`src/rtl/branch_flush_ctrl_pkg.sv`:
```
// Shared types and constants for the EX-stage branch flush controller.
package branch_flush_ctrl_pkg;

    typedef enum logic [1:0] {
        FlushIdle    = 2'b00,
        FlushWaitAck = 2'b01,
        FlushShadow  = 2'b10
    } flush_state_e;

    localparam int unsigned ShadowCntW      = 4;
    localparam int unsigned MaxShadowCycles = 15;

endpackage

```
`src/rtl/branch_flush_ctrl_shadow.sv`:
```
// Loadable down counter that times the post-acceptance IF/ID discard window.
module branch_flush_ctrl_shadow #(
    parameter int unsigned CNT_W = 4
) (
    input  logic             clk,
    input  logic             rst,
    input  logic             load,
    input  logic [CNT_W-1:0] load_val,
    input  logic             dec,
    output logic [CNT_W-1:0] cnt,
    output logic             last
);

    always_ff @(posedge clk or negedge rst) begin
        if (!rst) begin
            cnt <= '0;
        end else if (load) begin
            cnt <= load_val;
        end else if (dec && (cnt != '0)) begin
            cnt <= cnt - CNT_W'(1);
        end
    end

    // Treat 0 as last too so a stray zero can never trap the FSM in SHADOW.
    assign last = (cnt <= CNT_W'(1));

endmodule

```
`src/rtl/branch_flush_ctrl.sv`:
```
// Turns EX branch resolution into pipeline flush strobes and a handshaked PC
// redirect toward fetch (static predict-not-taken).
module branch_flush_ctrl
    import branch_flush_ctrl_pkg::*;
#(
    parameter int unsigned ADDR_W        = 32,
    parameter int unsigned SHADOW_CYCLES = 1,
    parameter int unsigned CNT_W         = 32
) (
    input  logic              clk,
    input  logic              rst,
    input  logic              ex_branch_valid,
    input  logic              ex_branch_taken,
    input  logic [ADDR_W-1:0] ex_branch_target,
    input  logic              stall_i,
    input  logic              if_redirect_ready,
    output logic              if_redirect_valid,
    output logic [ADDR_W-1:0] if_redirect_pc,
    output logic              IFID_discard_o,
    output logic              IDEX_discard_o,
    output logic              flush_busy,
    output logic [CNT_W-1:0]  taken_count
);

    localparam logic [ShadowCntW-1:0] ShadowLoad = ShadowCntW'(SHADOW_CYCLES);
    localparam bit                    HasShadow  = (SHADOW_CYCLES != 0);

    flush_state_e          state;
    logic                  take;
    logic                  accept;
    logic                  shadow_load;
    logic                  shadow_dec;
    logic                  shadow_last;
    logic [ShadowCntW-1:0] shadow_cnt;
    logic [ADDR_W-1:0]     target_aligned;

    // Gated by rst so the strobes stay low throughout reset.
    assign take = rst && (state == FlushIdle) && ex_branch_valid && ex_branch_taken
                  && !stall_i;

    assign accept         = (state == FlushWaitAck) && if_redirect_ready;
    assign target_aligned = ex_branch_target & ~ADDR_W'(1);

    assign shadow_load = accept && HasShadow;
    assign shadow_dec  = (state == FlushShadow);

    // Discards depend only on state and EX inputs; ready never reaches them.
    assign IFID_discard_o = take || (state != FlushIdle);
    assign IDEX_discard_o = take || (state != FlushIdle);
    assign flush_busy     = (state != FlushIdle);

    branch_flush_ctrl_shadow #(
        .CNT_W (ShadowCntW)
    ) u_shadow (
        .clk      (clk),
        .rst      (rst),
        .load     (shadow_load),
        .load_val (ShadowLoad),
        .dec      (shadow_dec),
        .cnt      (shadow_cnt),
        .last     (shadow_last)
    );

    always_ff @(posedge clk or negedge rst) begin
        if (!rst) begin
            state             <= FlushIdle;
            if_redirect_valid <= 1'b0;
            if_redirect_pc    <= '0;
            taken_count       <= '0;
        end else begin
            unique case (state)
                FlushIdle: begin
                    if (take) begin
                        if_redirect_pc    <= target_aligned;
                        if_redirect_valid <= 1'b1;
                        taken_count       <= taken_count + CNT_W'(1);
                        state             <= FlushWaitAck;
                    end
                end
                FlushWaitAck: begin
                    if (accept) begin
                        if_redirect_valid <= 1'b0;
                        state             <= HasShadow ? FlushShadow : FlushIdle;
                    end
                end
                FlushShadow: begin
                    if (shadow_last) begin
                        state <= FlushIdle;
                    end
                end
                default: begin
                    if_redirect_valid <= 1'b0;
                    state             <= FlushIdle;
                end
            endcase
        end
    end

endmodule

```
`config.mk`:
```
export PLATFORM = sky130hd
export DESIGN_NAME = branch_flush_ctrl
export DESIGN_NICKNAME = d
export VERILOG_FILES = /design/src/rtl/branch_flush_ctrl_pkg.sv /design/src/rtl/branch_flush_ctrl_shadow.sv /design/src/rtl/branch_flush_ctrl.sv
export SDC_FILE = /design/constraint.sdc
export NUM_CORES = 1
export LEC_CHECK = 0
export ABC_CLOCK_PERIOD_IN_PS = 4750
export BUFFER_PORTS_ARGS = -buffer_cell sky130_fd_sc_hd__buf_2
export CELL_PAD_IN_SITES_DETAIL_PLACEMENT = 0
export CELL_PAD_IN_SITES_GLOBAL_PLACEMENT = 1
export CORE_UTILIZATION = 25
export CTS_CLUSTER_DIAMETER = 200
export DETAILED_ROUTE_END_ITERATION = 16
export PLACE_DENSITY_LB_ADDON = 0.1
export SYNTH_ARGS = -nofsm -noshare
export SYNTH_HDL_FRONTEND = slang
export SYNTH_SLANG_ARGS = --single-unit
```
`constraint.sdc`:
```
create_clock -name clk -period 4.75 [get_ports clk]
set_clock_uncertainty 0.15 [all_clocks]
set_input_delay 0.7125 -clock clk [delete_from_list [all_inputs] [get_ports clk]]
set_output_delay 0.7125 -clock clk [all_outputs]
set_load 0.05 [all_outputs]
```
Word level (Yosys, flattened, before mapping)

Index checks and enable logic that the tools add are counted.

Register bits after elaboration: 70
Bits in latches: 0
Bits in writable memories: 0
Bits in read-only memories: 0
Output and inout port bits: 68
Logic and storage cells: 38
Memories: 0

Add/sub/neg operators: 2
Multiply operators: 0
Div/mod/pow operators: 0
Magnitude comparators: 1
Equality and inequality tests: 5
Shift-type cells: 0
Mux-type cells: 9
Bitwise operators: 1
Reductions and logical operators: 15

Operators with widths:

| kind                  | count |
|---|---|
| $add 32x1->32 const B | 1 |
| $mux 4                | 2 |
| $logic_and 1x1->1     | 6 |
| $mux 2                | 3 |
| $ne 2x2->1 const B    | 3 |
| $pmux 2 s3            | 1 |
| $reduce_and 3->1      | 2 |
| $le 4x1->1 const B    | 1 |
| $reduce_bool 2->1     | 2 |
| $reduce_bool 4->1     | 1 |
| $sub 4x1->4 const B   | 1 |
| $pmux 1 s3            | 1 |
| $eq 2x1->1 const B    | 1 |
| $eq 2x2->1 const B    | 1 |
| $logic_not 2->1       | 1 |
| $mux 1                | 2 |
| $reduce_and 2->1      | 1 |
| $logic_not 1->1       | 1 |
| $logic_or 1x1->1      | 1 |
| $not 1->1             | 1 |

Depth between registers and ports, before layout

Gate-level depths: netlist of run 1.

Depth after elaboration: 7
Mapped depth: 6

Cells and area by module

A second synthesis of run 1 with hierarchy kept.

Cell total of the unflattened synthesis: 327
Area, all modules: 3179.3 um^2

Modules (own cells, without submodules):

| module                   | times used | cells each | area an instance (um^2) |
|---|---|---|---|
| branch_flush_ctrl        | 1          | 294        | 2885.3 |
| branch_flush_ctrl_shadow | 1          | 33         | 294.0 |

Worst setup path after synthesis of run 1

OpenSTA, ideal clock, no wires.

Path type: input -> output
Start: input port stall_i
End: output port IFID_discard_o
Arrival time: 1.615 ns
Slack: 2.273 ns
Stages on the path: 3
Buffers on the path: 1
Cells stage by stage: nand4b_1 nand2b_1 buf_4

Word-level cells in the longest chain between the ends: 3

RTL lines:

| element           | RTL line                | source |
|---|---|---|
| from (decl)       | branch_flush_ctrl.sv:15 | `input logic stall_i,` |
| $logic_not 1->1   | branch_flush_ctrl.sv:39 | `&& !stall_i;` |
| $logic_and 1x1->1 | branch_flush_ctrl.sv:39 |  |
| $logic_or 1x1->1  | -                       |  |
| to (decl)         | branch_flush_ctrl.sv:19 | `output logic IFID_discard_o,` |

Every way passes these cells.

Worst setup path in the final report of run 1

Start: input port stall_i
End: register taken_count[9]

Word-level cells in the longest chain between the ends: 3

RTL lines:

| element                           | RTL line                | source |
|---|---|---|
| $logic_not 1->1                   | branch_flush_ctrl.sv:39 |  |
| $logic_and 1x1->1                 | branch_flush_ctrl.sv:39 |  |
| $reduce_and 2->1 (no source line) | -                       |  |
| to (signal assigned)              | branch_flush_ctrl.sv:76 | `taken_count <= taken_count + CNT_W'(1);` |
| to (decl)                         | branch_flush_ctrl.sv:22 | `output logic [CNT_W-1:0] taken_count` |

Every way passes these cells.
A chain may end at the register's enable or synchronous reset.

==> summary.md, run 1 <==
| Metric | Value |
|---|---|
| R2R setup slack | `2.44 ns` |
| Warnings from Yosys | `0` |
| Clock latency on the worst-skew pair | `0.33 ns` |
| First-pass GRT wire length | `12,300 µm` |
| Crit path DAT | `2.45 ns` |
| Sequential cell area | `1750 µm²` |
| Multi-input gate area | `1200 µm²` |
| Die width | `112 µm` |
| Placed cells | `541` |
| Fraction of final layout cells sized beyond drive strength 1 | `0.312` |
| Synth unique cells | `31` |
| Top Metal Used | `met4` |
| Post-synth ARST share | `1.00` |
| H-tree Lvls | `3` |
| Synth top area cells | `dfrtp_1, nand2_1, xnor2_1, nand4_1, xor2_1` |
| DRT iter0 DRCs | `81` |
| Growth of design area from synthesis to finish | `32.1%` |
| Failing checks | `design-rule violations` |
| Vias per cell | `4.28` |
| Internal power | `1410 µW` |
| Flop pwr share | `0.341` |
| Clock power frac | `0.269` |
| Congestion Overflow GR | `0` |
| Detailed placement HPWL | `4900 µm` |
| Hold Fails Final Rpt | `0` |
| Peak supply drop | `0.000327 V` |
| Clock-pin slew on the worst setup and hold paths | `0.06 ns` |
| Worst slack, placed | `1.94 ns` |
| Synth Flop Type | `dfrtp_1` |
| CTS Root Cell | `clkbuf_16` |
| RSZ-0062 raised after global routing | `false` |
| Syn nets | `346` |
| Outcome | `finished, violations left` |
| Final Non-Filler Cells | `557` |
| Met3 wire length | `579 µm` |
| Synth Register Bits | `70` |
| Antenna violations before repair | `0` |
| Post-Synthesis Cell Area | `3010 µm²` |
| CTS hold repair buffers | `0` |
| Starting density of the core | `0.260` |
| I/O Pins | `106` |
| Post-synth EDFFs | `0` |
| Post-CTS sizing | `0` |
| Sw power | `1110 µW` |
| Final routed DRC violation total | `4` |
| Post-Route Setup TNS | `0 ns` |
| Vias in the first global route | `2,396` |
| Sw frac | `0.440` |
| Pwr dens | `635 nW/µm²` |
| DRT met1 WL | `3410 µm` |
| Nets | `451` |
| Area after DPL | `3670 µm²` |
| WL/cell | `13.3 µm` |
| Fmax | `419 MHz` |
| Die height | `112 µm` |
| Cts bufs inserted | `9` |
| Clock Sinks | `70` |
| Worst hold start | `taken_count[31]` |
| Top post-synthesis cells by count | `nand2_1, dfrtp_1, xnor2_1` |
| CP Max Fanout | `40` |
| Post-synthesis sequential area ratio | `0.582` |
| I/O Buffers | `103` |
| Routed wire length | `7410 µm` |
| Crit. Startpoint | `stall_i` |
| Filler cells | `1,209` |
| Via count | `2,383` |
| Post-detailed-route count of antenna-violating nets | `0` |
| RR Startpoint | `state[1]` |
| CTS tree | `built` |
| Max Slew Vio Count | `0` |
| Post-CTS setup repair buffer count | `0` |
| Synth top area share | `0.582` |
| Largest net degree at the start of global routing | `71` |
| CP Class | `input port to flop` |
| Crit share post-route | `0.502` |
| CP Capture Type | `flop` |
| Largest area contributor in the netlist | `dfrtp_1` |
| Routability congestion estimate | `0.704` |
| Min Hold Slack | `0.307 ns` |
| Critical Path RT | `4.81 ns` |
| Die area | `12,500 µm²` |
| Design Area, Final | `3980 µm²` |
| Worst slew pin tran | `0.960 ns` |
| N_diodes | `0` |
| Synthesized area per cell | `9.90 µm²` |
| HP Class | `flop to flop` |
| Global Route Usage Sum | `0.128` |
| Final setup fails | `0` |
| Total core area | `11,600 µm²` |
| Pre-Repair DR Iteration Count | `10` |
| Cells after Synth | `304` |
| Max_cap viols | `0` |
| Setup ws final | `2.36 ns` |
| Slew headroom | `0.358` |
| Count leader, synth | `nand2_1` |
| Cell Rows | `39` |
| Leakage power | `0.00214 µW` |
| CTS Buffer Depth | `2` |
| Met2 WL post-DR | `3330 µm` |
| Combinational power share | `0.390` |
| CP startpoint kind | `input port` |
| Fin crit period | `2.39 ns` |
[final timing paths]
check | cells past startpoint | to
worst max-delay path | 6 | taken_count[9]
worst min-delay path | 1 | taken_count[31]
worst max register to register | 5 | taken_count[9]
worst min register to register | 1 | taken_count[31]
max in group asynchronous | 2 | if_redirect_pc[2]
min in group asynchronous | 2 | taken_count[11]
[kinds of logic (layout without fill, tap and decap cells)]
family	Yosys count	count (layout)	share of synthesized area
AOI/OAI and AO/OA	5	5	0.00915
xor gates and xnor gates	34	34	0.0990
adders and majority gates	4	4	0.0166
buffers and inverters	15	125	0.0220
DFF	70	70	0.582
muxes	1	1	0.00333
other	1	1	0.00125
and+or+nand+nor	174	174	0.267
[power groups by stage]
stage | clock, µW | sequential [µW] | combinational, µW
2_1_floorplan | 0 | 1360 | 266
3_3_place_gp | 0 | 867 | 995
3_5_place_dp | 0 | 868 | 999
4_1_cts | 710 | 865 | 998
5_1_grt | 735 | 887 | 1060
6_report | 680 | 861 | 983
[final cells by class]
class                           count  share of cell area
Multi-Input combinational cell    219               0.302
Clock buffer                       12              0.0645
Clock inverter                      4              0.0113
Sequential cell                    70               0.441
Tap cell                          143              0.0450
Inverter                            5             0.00472
Timing Repair Buffer              104               0.132
[flip-flops by register name (all words and copies together) (netlist names)]
signal	count
taken_count	32
if_redirect_valid	1
if_redirect_pc	31
u_shadow.cnt	4
state	2
[through the flow]
| step | utilization | power, µW |
|---|---|---|
| after global placement | 0.318 | 1860 |
| after CTS | 0.344 | 2570 |
| after global routing | 0.344 | 2680 |
| final | 0.344 | 2520 |
| after floorplan | - | 1620 |
| after detailed placement | 0.318 | 1870 |
[placed cells by master, fill, tap and decap left out, drive strengths merged]
| master | n |
|---|---|
| and4 | 1 |
| nand4b | 1 |
| nand4 | 16 |
| o21ai | 3 |
| and3 | 7 |
| a21oi | 1 |
| nor2 | 15 |
| bufinv | 1 |
| xor2 | 9 |
| or4 | 1 |
| inv | 5 |
| nand3 | 10 |
| nor4 | 1 |
| clkbuf | 12 |
| and4bb | 1 |
| buf | 104 |
| or3 | 1 |
| xnor2 | 25 |
| nor3 | 1 |
| nand2 | 108 |
| or2 | 4 |
| conb | 1 |
| nand2b | 3 |
| mux2i | 1 |
| ha | 4 |
| dfrtp | 70 |
| o21a | 1 |
| clkinv | 3 |
| and2 | 4 |
[metal layers]
metal | up-vias | GRT usage
met1 | 1109 | 0.158
met2 | 73 | 0.197
met4 | 0 | 0.0649
li1 | 1193 | -
met5 | - | 0
met3 | 8 | 0.0490
[worst max-delay path, cell delays in order]
cell and delay [ns]:
buf_2 0.09, nand4b_1 0.25, nor2_4 0.77, and2_1 0.33, nand4_1 0.14, xnor2_1 0.14
Power figures use the tool's default switching activity.
==> run 2, diff against run 1 <==
- ABC_CLOCK_PERIOD_IN_PS: 4750 -> 2300
- clock period: 4.75 -> 2.3 ns (I/O delays scaled with it)
==> run 2 against run 1 <==
Effect of this change:
- the run still ends with design-rule violations left
- clock-buffer cell count grew 3
- utilization shrank 0.18 points
- final cell count grew 0.36%
- register-to-register slack lost 2.2 ns
- setup slack lost 2.1 ns
- sequential cell count is the same
- largest cell class unchanged
- largest power group unchanged
==> summary.md, run 2 (synthesis gave the netlist of run 1 again) <==
| Metric | Value |
|---|---|
| Die height | `112 µm` |
| Top Registers | `taken_count x32, if_redirect_pc x31, u_shadow.cnt x4` |
| Total core area | `11,600 µm²` |
| Outcome | `finished, violations left` |
| Clock-pin slew on the worst setup and hold paths | `0.06 ns` |
| Post-Route Setup TNS | `0 ns` |
| Hold Fails Final Rpt | `0` |
| Sw power | `2300 µW` |
| Largest net degree at the start of global routing | `71` |
| Largest register FFs | `32` |
| CTS Buffer Depth | `2` |
| WL/cell | `13.5 µm` |
| Failing checks | `design-rule violations` |
| Slew headroom | `0.394` |
| H-tree Lvls | `3` |
| CTS hold repair buffers | `0` |
| Multi-input gate area | `1200 µm²` |
| DRT iter0 DRCs | `98` |
| CTS Root Cell | `clkbuf_16` |
| Final setup fails | `0` |
| I/O Buffers | `103` |
| Vias in the first global route | `2,540` |
| Post-CTS sizing | `0` |
| CP Class | `flop to flop` |
| Sequential cell area | `1750 µm²` |
| Flop pwr share | `0.351` |
| R2R cell count | `6` |
| Pre-Repair DR Iteration Count | `10` |
| Final routed DRC violation total | `6` |
| Clock latency on the worst-skew pair | `0.34 ns` |
| Crit share post-route | `0.893` |
| Fmax | `487 MHz` |
| Routability congestion estimate | `0.694` |
| CTS tree | `built` |
| Most common cell after layout, fill and taps aside | `nand2_1` |
| Post-detailed-route count of antenna-violating nets | `0` |
| Nets | `453` |
| Starting density of the core | `0.260` |
| Hold depth | `3` |
| N_diodes | `0` |
| First-pass GRT wire length | `12,700 µm` |
| Sw frac | `0.452` |
| CP Capture Type | `flop` |
| Critical Path RT | `2.37 ns` |
| Highest-count cells in the layout ignoring fill and taps | `nand2_1, buf_2, dfrtp_1` |
| Antenna violations before repair | `0` |
| Growth of design area from synthesis to finish | `31.4%` |
| Internal power | `2790 µW` |
| Worst slew pin tran | `0.909 ns` |
| Register with the most flip-flops | `taken_count` |
| Die area | `12,500 µm²` |
| Via count | `2,409` |
| RSZ-0062 raised after global routing | `false` |
| HP Class | `input port to flop` |
| I/O Pins | `106` |
| Die width | `112 µm` |
| Cell Rows | `39` |
| CP startpoint kind | `flop` |
| Crit path DAT | `2.13 ns` |
| Clock power frac | `0.248` |
| Vias per cell | `4.31` |
| Combinational power share | `0.401` |
| Fraction of final layout cells sized beyond drive strength 1 | `0.310` |
| Pwr dens | `1290 nW/µm²` |
| Congestion Overflow GR | `0` |
| Leakage power | `0.00212 µW` |
| Peak supply drop | `0.000551 V` |
| Filler cells | `1,227` |
| CP Max Fanout | `5` |
| Routed wire length | `7550 µm` |
| Max Slew Vio Count | `0` |
| Detailed placement HPWL | `5110 µm` |
| Post-CTS setup repair buffer count | `0` |
| Clock Sinks | `70` |
| Max_cap viols | `0` |
| Global Route Usage Sum | `0.133` |
| Cts bufs inserted | `9` |
| Fin crit period | `2.05 ns` |
| Min Hold Slack | `0.0443 ns` |
==> run 2: power groups by stage <==
stage	clock (µW)	sequential, µW	combinational (µW)
floorplan	0	2800	549
global placement	0	1790	2060
detailed placement	0	1800	2070
CTS	1330	1800	2070
global route	1380	1840	2180
finish	1270	1790	2040
==> run 2: through the flow <==
step | instance area, µm² | util | cells | setup slack [ns] | power, µW
finish | 3950 | 0.342 | 559 | 0.246 | 5100
global route | 3950 | 0.342 | 559 | 0.105 | 5390
CTS | 3950 | 0.342 | 559 | 0.210 | 5200
detailed placement | 3690 | 0.319 | 543 | 0.216 | 3870
global placement | 3690 | 0.319 | 543 | 0.238 | 3850
floorplan | 3010 | - | 304 | 0.152 | 3350
==> run 2: final cells by class <==
class | instances | area share
sequential | 70 | 0.444
timing repair buffer | 106 | 0.137
inverter | 5 | 0.00475
clock buffer | 15 | 0.0652
multi-input combinational | 219 | 0.303
tap | 143 | 0.0453
clock inverter | 1 | 0.00127
==> run 2: worst max-delay path, cell delays in order (launching register included) <==
cell and delay [ns]:
dfrtp_2 0.40, ha_1 0.24, nand4_1 0.11, or4_4 0.56, nor2_1 0.20, nand4_1 0.14, xnor2_1 0.14
==> run 2: worst paths after layout <==
| path | slack [ns] | startpoint | endpoint |
|---|---|---|---|
| min in group asynchronous | 0.11 | rst | taken_count[11] |
| worst max register to register | 0.25 | taken_count[0] | taken_count[26] |
| worst min register to register | 0.31 | taken_count[31] | taken_count[31] |
| worst max-delay path | 0.25 | taken_count[0] | taken_count[26] |
| worst min-delay path | 0.04 | ex_branch_target[18] | if_redirect_pc[18] |
| max in group asynchronous | 1.25 | rst | taken_count[1] |
==> run 2: routing by layer <==
metal / wire length (µm) / up-vias / global-route usage / share of wire
met2: 3380 / 79 / 0.212 / 0.45
met4: 91 / 0 / 0.0432 / 0.012
met1: 3420 / 1131 / 0.152 / 0.45
li1: - / 1190 / - / -
met5: 0 / - / 0 / 0
met3: 660 / 9 / 0.0691 / 0.087
